--- src/rtl/store_buffer_pkg.sv ---
// Shared types for the MEM-stage store buffer:
// data_mem func codes, queue entry, alignment helper.
package store_buffer_pkg;

  localparam logic [2:0] F_WORD  = 3'b000;
  localparam logic [2:0] F_HALF  = 3'b001;
  localparam logic [2:0] F_BYTE  = 3'b010;
  localparam logic [2:0] F_HALFU = 3'b101;
  localparam logic [2:0] F_BYTEU = 3'b110;

  typedef struct packed {
    logic [2:0]  func;
    logic [31:0] addr;
    logic [31:0] wdata;
  } sb_entry_t;

  function automatic logic is_misaligned(
    input logic [2:0] f,
    input logic [1:0] a
  );
    is_misaligned = 1'b0;
    case (f)
      F_WORD:          is_misaligned = |a;
      F_HALF, F_HALFU: is_misaligned = a[0];
      default:         is_misaligned = 1'b0;
    endcase
  endfunction

endpackage

--- src/rtl/store_buffer_sb_fifo.sv ---
// Circular store queue with a parallel
// word-index compare against all live entries.
module sb_fifo
  import store_buffer_pkg::*;
#(
  parameter int DEPTH = 4,
  parameter int AW    = 10
) (
  input  logic          clk,
  input  logic          rst_n,
  input  logic          push,
  input  logic          pop,
  input  sb_entry_t     din,
  input  logic [AW-3:0] cmp_idx,
  output sb_entry_t     head,
  output logic          full,
  output logic          empty,
  output logic          hit
);

  localparam int PW = $clog2(DEPTH);
  localparam logic [PW:0]   C_ONE  = 1;
  localparam logic [PW:0]   C_FULL = DEPTH[PW:0];
  localparam logic [PW-1:0] P_ONE  = 1;

  sb_entry_t        mem [DEPTH];
  logic [DEPTH-1:0] vld;
  logic [PW-1:0]    hd;
  logic [PW-1:0]    tl;
  logic [PW:0]      cnt;

  assign head  = mem[hd];
  assign full  = (cnt == C_FULL);
  assign empty = (cnt == '0);

  always_comb begin
    hit = 1'b0;
    for (int i = 0; i < DEPTH; i++) begin
      if (vld[i] && mem[i].addr[AW-1:2] == cmp_idx)
        hit = 1'b1;
    end
  end

  always_ff @(posedge clk or negedge rst_n) begin
    if (!rst_n) begin
      hd  <= '0;
      tl  <= '0;
      cnt <= '0;
      vld <= '0;
      for (int i = 0; i < DEPTH; i++)
        mem[i] <= '0;
    end else begin
      if (push) begin
        mem[tl] <= din;
        vld[tl] <= 1'b1;
        tl      <= tl + P_ONE;
      end
      if (pop) begin
        vld[hd] <= 1'b0;
        hd      <= hd + P_ONE;
      end
      unique case ({push, pop})
        2'b10:   cnt <= cnt + C_ONE;
        2'b01:   cnt <= cnt - C_ONE;
        default: cnt <= cnt;
      endcase
    end
  end

endmodule

--- src/rtl/store_buffer.sv ---
// MEM-stage write buffer owning the data_mem port:
// queues stores, retires them on idle/blocked cycles.
module store_buffer
  import store_buffer_pkg::*;
#(
  parameter int DEPTH = 4,
  parameter int AW    = 10
) (
  input  logic        clk,
  input  logic        rst_n,
  input  logic        req_valid,
  input  logic        req_we,
  input  logic [2:0]  req_func,
  input  logic [31:0] req_addr,
  input  logic [31:0] req_wdata,
  output logic        req_ready,
  output logic [31:0] req_rdata,
  output logic        misalign,
  input  logic        fence,
  output logic        sb_empty,
  output logic [2:0]  dm_func,
  output logic        dm_we,
  output logic [31:0] dm_addr,
  output logic [31:0] dm_din,
  input  logic [31:0] dm_dout
);

  sb_entry_t head;
  sb_entry_t din;
  logic      full;
  logic      empty;
  logic      hit;
  logic      push;
  logic      pop;
  logic      load;
  logic      mis;

  assign din = '{func: req_func, addr: req_addr, wdata: req_wdata};

  sb_fifo #(.DEPTH(DEPTH), .AW(AW)) u_fifo (
    .clk     (clk),
    .rst_n   (rst_n),
    .push    (push),
    .pop     (pop),
    .din     (din),
    .cmp_idx (req_addr[AW-1:2]),
    .head    (head),
    .full    (full),
    .empty   (empty),
    .hit     (hit)
  );

  assign mis = rst_n & req_valid & ~fence
             & is_misaligned(req_func, req_addr[1:0]);
  assign misalign = mis;
  assign sb_empty = empty;

  // Requests are ignored while reset is held so no port activity leaks out.
  always_comb begin
    push      = 1'b0;
    pop       = 1'b0;
    load      = 1'b0;
    req_ready = 1'b1;
    if (!rst_n) begin
      req_ready = 1'b1;
    end else if (fence) begin
      req_ready = 1'b0;
      pop       = ~empty;
    end else if (!req_valid) begin
      pop = ~empty;
    end else if (mis) begin
      req_ready = 1'b1;
    end else if (req_we) begin
      if (!full) begin
        push = 1'b1;
      end else begin
        req_ready = 1'b0;
        pop       = 1'b1;
      end
    end else if (hit) begin
      req_ready = 1'b0;
      pop       = 1'b1;
    end else begin
      load = 1'b1;
    end
  end

  always_comb begin
    dm_we     = pop;
    dm_func   = F_WORD;
    dm_addr   = '0;
    dm_din    = '0;
    req_rdata = '0;
    if (pop) begin
      dm_func = head.func;
      dm_addr = head.addr;
      dm_din  = head.wdata;
    end else if (load) begin
      dm_func   = req_func;
      dm_addr   = req_addr;
      req_rdata = dm_dout;
    end
  end

endmodule

--- config.mk ---
export PLATFORM = sky130hd
export DESIGN_NAME = store_buffer
export DESIGN_NICKNAME = d
export VERILOG_FILES = /design/src/rtl/store_buffer_pkg.sv /design/src/rtl/store_buffer_sb_fifo.sv /design/src/rtl/store_buffer.sv
export SDC_FILE = /design/constraint.sdc
export NUM_CORES = 1
export LEC_CHECK = 0
export CORE_MARGIN = 2
export CORE_UTILIZATION = 50
export CTS_CLUSTER_DIAMETER = 200
export DETAILED_ROUTE_END_ITERATION = 10
export PLACE_DENSITY = 0.83
export RECOVER_POWER = 100
export SLEW_MARGIN = 10
export SYNTH_ARGS = -nofsm -noshare
export SYNTH_HDL_FRONTEND = slang
export SYNTH_SLANG_ARGS = --single-unit
--- constraint.sdc ---
create_clock -name clk -period 3.1 [get_ports clk]
set_input_delay 0.62 -clock clk [delete_from_list [all_inputs] [get_ports clk]]
set_output_delay 0.62 -clock clk [all_outputs]
set_load 0.1 [all_outputs]
==> impl_metrics.tcl <==
set metrics [dict create \
    fmaxAchievable_mhz 297 \
    yosysSeqAreaShare 0.503 \
    insertion_delay_ps 550 \
    violations "capacitance limit, slew limit, setup timing" \
    cts.sinks 279 \
    synth_flop_cell "dfrtp_1" \
    row_count 61 \
    busiest_layer "met2" \
    peakVddDrop_uv 636 \
    ys_ff_latch 279 \
    synth-edff-count 0 \
    coreArea_mm2 0.0276 \
    skew_ps 14.8 \
    end_kind "output port" \
    grt_use_met3 0.0449 \
    syn_area_per_cell_um2 15.0 \
    setup_violations 101 \
    final_nets 1319 \
    routabilityCongestion 0.772 \
    grt_overflow_total 0 \
    area_growth_pct 49.4 \
    crit_fanout 13 \
    grt_use_total 0.251 \
    netlist.area_leader.share 0.503 \
    cts_max_level 1 \
    final_cell_count_no_fill 1606 \
    cts_made_buffers 29 \
    start_util 0.504 \
    drt-wirelength-per-cell_um 22.3 \
    power.density_mw_per_mm2 917 \
    hold_violations 0 \
    startpoint_type "primary input" \
    async_flop_share 1.00 \
    crit_type "in -> out" \
    crit_chain "clkdlybuf4s15_1 > buf_6 > xnor2_1 > nand3_2 > o41ai_4 > buf_4 > nor3_4 > buf_6 > buf_12 > buf_16 > and2_4 > buf_12" \
    crit_required_ps 2480 \
    slew_violations 37 \
    dr_total_vias 8882 \
    grt_pass1_vias 9926 \
    fillerInstances 1517 \
    drv_cap 1 \
    via_per_inst 5.53 \
    grt_use_met2 0.437 \
    cpPeakStageDelay_ps 420 \
    use_met1 0.328 \
    dp.cells 1512 \
    ioPinCount 207 \
    multiInputGateArea_mm2 0.00754 \
    netlist_instances 925 \
    cts_tree "done" \
    synthesis.nets 1039 \
    tightestPinTransition_ps 1900 \
    clk_pin_slew_ps 60 \
    hold_class "reg -> reg" \
    die_w_um 171 \
    drt_iter0_markers 530 \
    post-synth-top-count-cell "dfrtp_1" \
    die_h_um 171 \
    fin_ws_ps -269 \
    grt_pass1_wl_um 56600 \
    die-area_mm2 0.0291 \
    dr.pass1.iters 4 \
    n_antenna_cell 0 \
    rsz0062_at_grt "yes" \
    finalCriticalPeriod_ps 3370 \
    ys_top_cells_by_count "279 x dfrtp_1, 193 x mux2_2, 76 x mux2_4, 67 x mux4_2, 55 x inv_1" \
    antenna_left 0 \
    synth_area_leader_cell "dfrtp_1" \
    clockBufferDepth 3 \
    grt_max_degree 89 \
    portBuffers 206 \
    finalCritPeriodShare 1.09 \
    setup_tns_ps -21420 \
    wl_um 35800 \
    layout-drive-gt1-share 0.601 \
    root_buffer "clkbuf_16" \
    arrival_ps 2750 \
    synth_area_leaders "dfrtp_1 50%, mux2_2 16%, mux4_2 11%" \
    status "finished, violations left" \
    crit_slowest_cell "o41ai_4" \
    antenna_found_initial 0 \
    leakagePower_nw 9.43 \
    regArea_mm2 0.00699 \
    synth_cell_type_count 38 \
    relSlewSlack -0.265 \
    synth_area_mm2 0.0139 \
    synth_warnings 0 \
    drc 0 \
    hpwl_um 22000 \
]
-- critical path: cells and delay by family --
family / cells / cell delay (ps)
AOI/OAI and AO/OA: 1 / 420
buffers and inverters: 7 / 1160
xor gates and xnor gates: 1 / 210
and+or+nand+nor: 3 / 330
-- where the power goes --
| group | internal, mW | leakage (nW) | switching (mW) |
|---|---|---|---|
| Sequential | 5.26 | 3.65 | 1.16 |
| Combinational | 4.68 | 5.26 | 4.10 |
| Clock | 2.39 | 0.517 | 1.45 |
-- stage by stage --
stage	utilization	worst slack, ps	area, um2	hold slack [ps]	power (mW)
after floorplan	-	-382	14700	324	12.1
after global placement	0.680	-457	18700	481	14.3
after detailed placement	0.680	-548	18700	487	14.6
after CTS	0.747	-244	20600	145	18.9
after global routing	0.753	-340	20700	512	19.9
final	0.753	-269	20700	501	19.0
-- layout by cell type, fill, tap and decap left out, drive strengths merged, types with 5 or more instances in the layout --
cell           instances
clkdlybuf4s50         92
nor2b                 32
clkbuf                46
o2bb2ai               35
nor3                   5
mux4                  67
xnor2                 19
dfrtp                279
nand2                  7
clkdlybuf4s15          8
xor2                  18
bufinv                 6
mux2                 269
inv                   55
and2                  32
ha                     9
buf                  211
a2bb2oi                5
-- registers in the layout, indices dropped and copies added, names as in the netlist --
| register | flops |
|---|---|
| u_fifo.cnt | 3 |
| u_fifo.tl | 2 |
| u_fifo.vld | 4 |
| u_fifo.mem | 268 |
| u_fifo.hd | 2 |
-- worst paths after layout --
check,to,startpoint,cells past startpoint,slack (ps)
max,req_rdata[17],req_addr[7],12,-270
min,u_fifo.mem[144],u_fifo.mem[144],1,500
max reg2reg,u_fifo.cnt[2],u_fifo.mem[237],14,190
min reg2reg,u_fifo.mem[144],u_fifo.mem[144],1,500
max in group asynchronous,u_fifo.mem[130],rst_n,3,430
min in group asynchronous,u_fifo.mem[108],rst_n,2,730
-- per-layer routing --
layer  vias to the layer above  share of wire
met5                         -              0
met4                         0          0.016
met3                        46          0.053
met2                       242           0.53
met1                      4707           0.40
li1                       3887              -
-- layout make-up --
cell class / count / share of cell area
well taps: 378 / 0.0228
clock inverters: 11 / 0.0102
flip-flops and latches: 279 / 0.337
multi-input cells: 524 / 0.363
inverters: 55 / 0.0101
repair buffers: 316 / 0.216
clock buffers: 43 / 0.0409
-- what timing repair did --
item	CTS	global route
endpoints found under the setup margin	101	103
hold buffers	0	0
pin swaps	17	25
cloned	6	1
setup buffers	25	12
resized for setup	107	15
-- cells by family (layout without fill, tap and decap cells) --
logic type      count (synthesis)  count (layout)  share of synthesized area
fa+ha+maj                      10              10                    0.00955
mux                           337             337                      0.348
compound gates                 48              48                     0.0301
xor+xnor                       37              37                     0.0233
buf+inv                       122             425                     0.0436
flops                         279             279                      0.503
simple gates                   92              92                     0.0427
(Power assumes the default switching activity.)
